[src/rtl/complex_pkg.sv]
// Shared constants, sizing helpers and the feeder state encoding for the complex
// row-by-vector datapath.
package complex_pkg;

    localparam int unsigned ENTRY_W = 64;

    function automatic int unsigned ceil_div(input int unsigned n, input int unsigned d);
        return (n + d - 1) / d;
    endfunction

    // Never returns 0 so that derived vector widths stay legal for degenerate sizes.
    function automatic int unsigned clog2(input int unsigned v);
        int unsigned r;
        r = 0;
        while ((64'd1 << r) < 64'(v)) begin
            r++;
        end
        return (r == 0) ? 1 : r;
    endfunction

    typedef enum logic [1:0] {
        StIdle  = 2'd0,
        StIssue = 2'd1,
        StDrain = 2'd2
    } feeder_state_e;

endpackage

[src/rtl/complex_chunk_addr_gen.sv]
// Row/chunk walker: steps through the matrix one chunk per advance and exposes the
// linear matrix address plus end-of-row / end-of-matrix flags.
module complex_chunk_addr_gen #(
    parameter int unsigned CHUNKS   = 3,
    parameter int unsigned NUM_ROWS = 2,
    parameter int unsigned ADDR_W   = 3,
    parameter int unsigned CHUNK_W  = 2,
    parameter int unsigned ROW_W    = 1
) (
    input  logic               clk,
    input  logic               reset,
    input  logic               clear,
    input  logic               advance,
    output logic [ADDR_W-1:0]  mat_addr,
    output logic [CHUNK_W-1:0] chunk,
    output logic [ROW_W-1:0]   row,
    output logic               last_chunk,
    output logic               last_row
);

    logic [ADDR_W-1:0]  addr_q;
    logic [CHUNK_W-1:0] chunk_q;
    logic [ROW_W-1:0]   row_q;

    assign mat_addr   = addr_q;
    assign chunk      = chunk_q;
    assign row        = row_q;
    assign last_chunk = (chunk_q == CHUNK_W'(CHUNKS - 1));
    assign last_row   = (row_q == ROW_W'(NUM_ROWS - 1));

    // A running linear address avoids a row*CHUNKS multiplier.
    always_ff @(posedge clk or posedge reset) begin
        if (reset) begin
            addr_q  <= '0;
            chunk_q <= '0;
            row_q   <= '0;
        end else if (clear) begin
            addr_q  <= '0;
            chunk_q <= '0;
            row_q   <= '0;
        end else if (advance) begin
            if (last_chunk) begin
                chunk_q <= '0;
                if (last_row) begin
                    row_q  <= '0;
                    addr_q <= '0;
                end else begin
                    row_q  <= row_q + ROW_W'(1);
                    addr_q <= addr_q + ADDR_W'(1);
                end
            end else begin
                chunk_q <= chunk_q + CHUNK_W'(1);
                addr_q  <= addr_q + ADDR_W'(1);
            end
        end
    end

endmodule

[src/rtl/complex_row_vector_feeder.sv]
// Reads matrix/vector chunks from two synchronous memories and presents them, zero-padded
// at row ends, as operands for complex_row_by_vector_with_control.
module complex_row_vector_feeder
    import complex_pkg::*;
#(
    parameter int unsigned NO_OF_UNITS = 3,
    parameter int unsigned ENTRY_W     = complex_pkg::ENTRY_W,
    parameter int unsigned ROW_LEN     = 24,
    parameter int unsigned NUM_ROWS    = 24,
    localparam int unsigned CHUNKS     = ceil_div(ROW_LEN, NO_OF_UNITS),
    localparam int unsigned ADDR_W     = clog2(NUM_ROWS * CHUNKS),
    localparam int unsigned CNT_W      = clog2(CHUNKS + 1),
    localparam int unsigned VADDR_W    = clog2(CHUNKS),
    localparam int unsigned ROW_W      = clog2(NUM_ROWS),
    localparam int unsigned DATA_W     = NO_OF_UNITS * ENTRY_W
) (
    input  logic               clk,
    input  logic               reset,
    input  logic               go,
    input  logic               hold,
    output logic [ADDR_W-1:0]  mat_addr,
    output logic               mat_rd_en,
    input  logic [DATA_W-1:0]  mat_rdata,
    output logic [VADDR_W-1:0] vec_addr,
    output logic               vec_rd_en,
    input  logic [DATA_W-1:0]  vec_rdata,
    output logic [DATA_W-1:0]  a,
    output logic [DATA_W-1:0]  p,
    output logic               start_row_by_vector,
    output logic [CNT_W-1:0]   number_of_multiples,
    output logic               last_chunk,
    output logic [ROW_W-1:0]   row_index,
    output logic               busy,
    output logic               done
);

    localparam int unsigned LAST_BASE = (CHUNKS - 1) * NO_OF_UNITS;

    feeder_state_e state_q, state_d;
    logic issue, clear;

    logic [VADDR_W-1:0] chunk_w;
    logic [ROW_W-1:0]   row_w;
    logic               last_chunk_w, last_row_w;

    // Tag pipe: stage 1 travels with the memory read, stage 2 with the registered operands.
    logic               v1_q, last1_q, start_q, last_q;
    logic [ROW_W-1:0]   row1_q, row_q;
    logic [DATA_W-1:0]  a_q, p_q, a_in, p_in;

    complex_chunk_addr_gen #(
        .CHUNKS   (CHUNKS),
        .NUM_ROWS (NUM_ROWS),
        .ADDR_W   (ADDR_W),
        .CHUNK_W  (VADDR_W),
        .ROW_W    (ROW_W)
    ) u_addr_gen (
        .clk        (clk),
        .reset      (reset),
        .clear      (clear),
        .advance    (issue),
        .mat_addr   (mat_addr),
        .chunk      (chunk_w),
        .row        (row_w),
        .last_chunk (last_chunk_w),
        .last_row   (last_row_w)
    );

    always_ff @(posedge clk or posedge reset) begin
        if (reset) begin
            state_q <= StIdle;
        end else begin
            state_q <= state_d;
        end
    end

    always_comb begin
        state_d = state_q;
        issue   = 1'b0;
        clear   = 1'b0;
        done    = 1'b0;
        case (state_q)
            StIdle: begin
                if (go) begin
                    state_d = StIssue;
                    clear   = 1'b1;
                end
            end
            StIssue: begin
                if (!hold) begin
                    issue = 1'b1;
                    if (last_chunk_w && last_row_w) begin
                        state_d = StDrain;
                    end
                end
            end
            StDrain: begin
                // Stage 1 empty means the final chunk is being presented right now.
                if (!v1_q) begin
                    done    = 1'b1;
                    state_d = StIdle;
                end
            end
            default: state_d = StIdle;
        endcase
    end

    assign busy      = (state_q != StIdle) && !done;
    assign mat_rd_en = issue;
    assign vec_rd_en = issue;
    assign vec_addr  = chunk_w;

    // Lanes past the end of the row on the final chunk are forced to zero.
    always_comb begin
        a_in = mat_rdata;
        p_in = vec_rdata;
        for (int k = 0; k < int'(NO_OF_UNITS); k++) begin
            if (last1_q && (LAST_BASE + k >= ROW_LEN)) begin
                a_in[(int'(NO_OF_UNITS) - k) * int'(ENTRY_W) - 1 -: ENTRY_W] = '0;
                p_in[(int'(NO_OF_UNITS) - k) * int'(ENTRY_W) - 1 -: ENTRY_W] = '0;
            end
        end
    end

    always_ff @(posedge clk or posedge reset) begin
        if (reset) begin
            v1_q    <= 1'b0;
            last1_q <= 1'b0;
            row1_q  <= '0;
            start_q <= 1'b0;
            last_q  <= 1'b0;
            row_q   <= '0;
            a_q     <= '0;
            p_q     <= '0;
        end else begin
            v1_q    <= issue;
            start_q <= v1_q;
            if (issue) begin
                row1_q  <= row_w;
                last1_q <= last_chunk_w;
            end
            if (v1_q) begin
                a_q    <= a_in;
                p_q    <= p_in;
                row_q  <= row1_q;
                last_q <= last1_q;
            end
        end
    end

    assign a                   = a_q;
    assign p                   = p_q;
    assign start_row_by_vector = start_q;
    assign last_chunk          = start_q && last_q;
    assign row_index           = row_q;
    assign number_of_multiples = CNT_W'(CHUNKS);

endmodule

[config.mk]
export PLATFORM = sky130hd
export DESIGN_NAME = complex_row_vector_feeder
export DESIGN_NICKNAME = d
export VERILOG_FILES = /design/src/rtl/complex_pkg.sv /design/src/rtl/complex_chunk_addr_gen.sv /design/src/rtl/complex_row_vector_feeder.sv
export SDC_FILE = /design/constraint.sdc
export NUM_CORES = 1
export LEC_CHECK = 0
export CORE_AREA = 4 4 305 307
export DETAILED_ROUTE_END_ITERATION = 10
export DIE_AREA = 0 0 309 311
export PLACE_DENSITY = 0.48
export SLEW_MARGIN = 40
export SYNTH_ARGS = -nofsm -noshare
export SYNTH_HDL_FRONTEND = slang
export SYNTH_HIERARCHICAL = 1
export SYNTH_SLANG_ARGS = --single-unit
export TNS_END_PERCENT = 1
[constraint.sdc]
create_clock -name clk -period 15 [get_ports clk]
set_input_delay 3 -clock clk [delete_from_list [all_inputs] [get_ports clk]]
set_output_delay 3 -clock clk [all_outputs]
set_load 0.02 [all_outputs]
==> results.md <==
Routing:
- The number of DRC markers after the initial detailed-route iteration is 352.
- For this run, design rule violations remaining after detail routing come to 0.
- The number of antenna-violating nets in the routed design is 0.
- Wires add up to 55100 µm.
- The average wire per cell in the routed design is 18.5 µm.
- The routed layout has 11000 vias.
- Using the TritonRoute via totals, the vias-per-cell ratio works out to 3.70.
- The number of detailed-routing iterations run before antenna repair is 5.

Synth:
- The fraction of the yosys area taken by sequential cells is 65.4%.
- During synthesis, Yosys emitted a total of 6 warnings.
- The most numerous cell in the Yosys netlist is sky130_fd_sc_hd__dfrtp_1.
- The netlist area before placement is 0.0159 mm².
- Synthesis produced a netlist whose cell count is 952.
- After synthesis, the most frequently instantiated cells are sky130_fd_sc_hd__dfrtp_1, sky130_fd_sc_hd__mux2_2, sky130_fd_sc_hd__buf_6, sky130_fd_sc_hd__nand2_1, sky130_fd_sc_hd__nor2_1.
- The most area-hungry cell type in the Yosys netlist is sky130_fd_sc_hd__dfrtp_1.
- The synthesized area per cell is 16.7 µm².
- The share of the synthesized area in the top cell type is 65.4%.
- The leading register cell type out of synthesis is sky130_fd_sc_hd__dfrtp_1.
- The count of flip-flops with a built-in enable after synthesis is 0.
- In this run, distinct cell masters in the synthesized netlist total 33.
- Ranked by total cell area, the synthesized netlist is headed by sky130_fd_sc_hd__dfrtp_1, sky130_fd_sc_hd__mux2_2, sky130_fd_sc_hd__buf_6, sky130_fd_sc_hd__buf_4, sky130_fd_sc_hd__ha_1.
- Synthesis inferred 416 register bits.
- The post-synthesis async set-or-reset flop share is 100%.

Critical path:
- Of all nets on the critical path, the largest fanout is 22.
- The peak per-stage delay on the critical path is 660 ps.
- The master of the slowest instance on the critical path is sky130_fd_sc_hd__clkdlybuf4s50_1.
- The worst setup path is launched from a primary input.
- For the worst setup path, the data required time is 12000 ps.
- The critical path class is in2out.
- The type of element capturing the critical path is a primary output.
- The most numerous cell type found on the critical path is sky130_fd_sc_hd__clkdlybuf4s50_1.
- For the worst setup path, the data arrival time is 4630 ps.
- Traced cell by cell, the critical path runs through clkdlybuf4s50_1, nor3b_4, buf_4, clkdlybuf4s50_1.

Floorplanning:
- The full die area is 0.0961 mm².
- The row count is 110.
- The starting utilization of the core area is 17.7%.
- The placeable core region is 0.0900 mm².
- The I/O pin total is 798.
- From bottom edge to top edge, the die measures 311 µm.
- From left edge to right edge, the die measures 309 µm.

Final layout:
- After routing the design area is 0.0268 mm².
- At the end of the flow the core is filled with cells to 29.7%.
- The area overhead of the layout relative to synthesis is 68.0%.
- The number of inserted filler cells in the final layout is 9098.
- In the final design database the tool counted 2146 nets.
- The ratio of cells with drive above 1 in the final layout is 27.4%.

Timing:
- The part of the cycle the worst path needs is 50.8%.
- The post-route worst hold slack is 503 ps.
- After routing, the total negative slack on setup checks comes to 0 ps.
- The slew of the pin with the lowest slew margin is 807 ps.
- The worst pin sits at a relative slew slack of 46.2%.
- The hold violation total from the final report came to 0.
- The clock arrives with 13.0 ps of skew.
- The post-route worst setup slack is 7370 ps.
- The maximum achievable frequency is 131 MHz.
- The worst path needs 7630 ps of the cycle, external delays included.
- Setup repair after global routing left no endpoint under its margin.
- The number of slew-limit violations in the final report is 0.
- Setup violations remaining at the end of the flow were counted as 0.

Global route:
- The global-route wire length before repair is 80600 µm.
- The via count of the first global-routing pass is 12400.
- The initial antenna violation count is 6.
- The global router's overall resource usage is 10.9%.
- The largest net degree at the start of global routing is 154.
- After global routing the overflow that remains totals 0.

Outcome:
- The run finished with clean final reports.

CTS:
- The longest clock path from root to sink contains 3 buffers.
- Buffers inserted during clock tree synthesis total 50.
- The library cell used as clock root buffer is sky130_fd_sc_hd__clkbuf_16.
- The number of post-CTS setup repair buffers is 0.
- Post-CTS repair changed the size of 0 cells.
- Clock-pin slew was measured on the worst setup and hold paths at 50 ps.
- The later-pin clock latency in the skew report is 590 ps.
- The H-tree was split into 2 levels.
- The clock tree from TritonCTS is yes.
- The number of hold buffers added after CTS was 0.
- The sink count of the clock tree is 416.

Job:
- The reported max-cap violation count is 0.

Placement:
- After legalization and detailed placement, the total HPWL measured 41500 µm.
- The area after detailed placement is 0.0250 mm².
- Input and output buffers added on the ports amount to 793.
- The final weighted congestion of routability-driven global placement is 0.771.
- Timing analysis after detailed placement gives a worst setup slack of 7350 ps.

Power and ir drop:
- The analysis attributes to cell leakage a power of 10.7 nW.
- The power per standard cell area is 126 mW/mm².
- The worst-case vdd ir drop is 0.0772 mV.

Worst hold path:
- The worst min-delay path class is reg2reg.
critical path, delay by kind of cell:
family                 cells  cell delay [ps]
and+or+nand+nor            1              190
buffers and inverters      3             1430
layout make-up:
type                    instances  area, µm²  area share, %
clock inverters                14        201          0.753
flip-flops and latches        416      10400           38.9
well taps                    1176       1470           5.50
diodes                          5       12.5         0.0468
repair buffers                803       8090           30.2
clock buffers                  79       1550           5.81
multi-input cells             478       4990           18.6
inverters                       5       31.3          0.117
routing by layer:
| layer | global-route usage, % | wire (µm) |
|---|---|---|
| met3 | 4.12 | 5100 |
| met4 | 3.64 | 1470 |
| met5 | 0 | 0 |
| met1 | 10.9 | 19000 |
| met2 | 20.6 | 29500 |
path summary, 6_finish.rpt:
path | cells past startpoint | slack (ps) | startpoint | to
max | 4 | 7370 | hold | mat_rd_en
min reg2reg | 1 | 500 | a[78] | a[78]
min in group asynchronous | 2 | 3030 | reset | state_q[0]
max reg2reg | 4 | 12070 | v1_q | a[146]
min | 1 | 500 | a[78] | a[78]
max in group asynchronous | 4 | 10650 | reset | a[142]
cell usage in the layout, fill, tap and decap left out, types with 2 or more instances in the layout:
cell and n:
sky130_fd_sc_hd__dfrtp_1 415, sky130_fd_sc_hd__clkdlybuf4s50_1 793, sky130_fd_sc_hd__diode_2 5, sky130_fd_sc_hd__nor3_1 5, sky130_fd_sc_hd__and3_1 3, sky130_fd_sc_hd__and4b_1 2, sky130_fd_sc_hd__nand2_1 11, sky130_fd_sc_hd__nor2_1 11
sky130_fd_sc_hd__inv_1 4, sky130_fd_sc_hd__nor3b_4 2, sky130_fd_sc_hd__clkbuf_16 53, sky130_fd_sc_hd__mux2i_1 4, sky130_fd_sc_hd__buf_12 2, sky130_fd_sc_hd__a32o_1 3, sky130_fd_sc_hd__buf_16 2, sky130_fd_sc_hd__mux2_2 396
sky130_fd_sc_hd__bufinv_16 5, sky130_fd_sc_hd__nor3b_1 4, sky130_fd_sc_hd__a21oi_1 8, sky130_fd_sc_hd__clkbuf_8 13, sky130_fd_sc_hd__and2_1 2, sky130_fd_sc_hd__buf_4 3, sky130_fd_sc_hd__clkbuf_1 13, sky130_fd_sc_hd__buf_6 3
sky130_fd_sc_hd__nand3_1 6, sky130_fd_sc_hd__o21ai_0 4, sky130_fd_sc_hd__ha_1 4, sky130_fd_sc_hd__conb_1 4, sky130_fd_sc_hd__clkinv_2 7
power breakdown:
| group | switching (W) | internal (W) | leakage, nW |
|---|---|---|---|
| Clock | 0.000484 | 0.000794 | 0.864 |
| Sequential | 0.0000838 | 0.00125 | 4.89 |
| Combinational | 0.000344 | 0.000412 | 4.99 |
| Total | 0.000912 | 0.00246 | 10.7 |
registers in the layout, indices dropped and copies added (netlist names), 2 cells and up:
name,cells
row1_q,5
p,192
a,192
u_addr_gen/chunk,3
state_q,2
u_addr_gen/mat_addr,8
row_index,5
u_addr_gen/row,5
per-stage QoR:
step           power [W]  instances
2_1_floorplan    0.00169        954
3_3_place_gp     0.00212       2876
3_5_place_dp     0.00213       2877
4_1_cts          0.00345       2970
5_1_grt          0.00354       2976
6_report         0.00337       2976
cell families after synthesis:
group	share of synthesized area (%)
AO/OA/AOI/OAI	0.856
XOR/XNOR	0.0550
adder cells (fa/ha/maj)	0.314
buffers and inverters	3.46
flip-flops	65.4
multiplexers	28.2
other	0.0471
AND/OR/NAND/NOR	1.67
(Power assumes the default switching activity.)
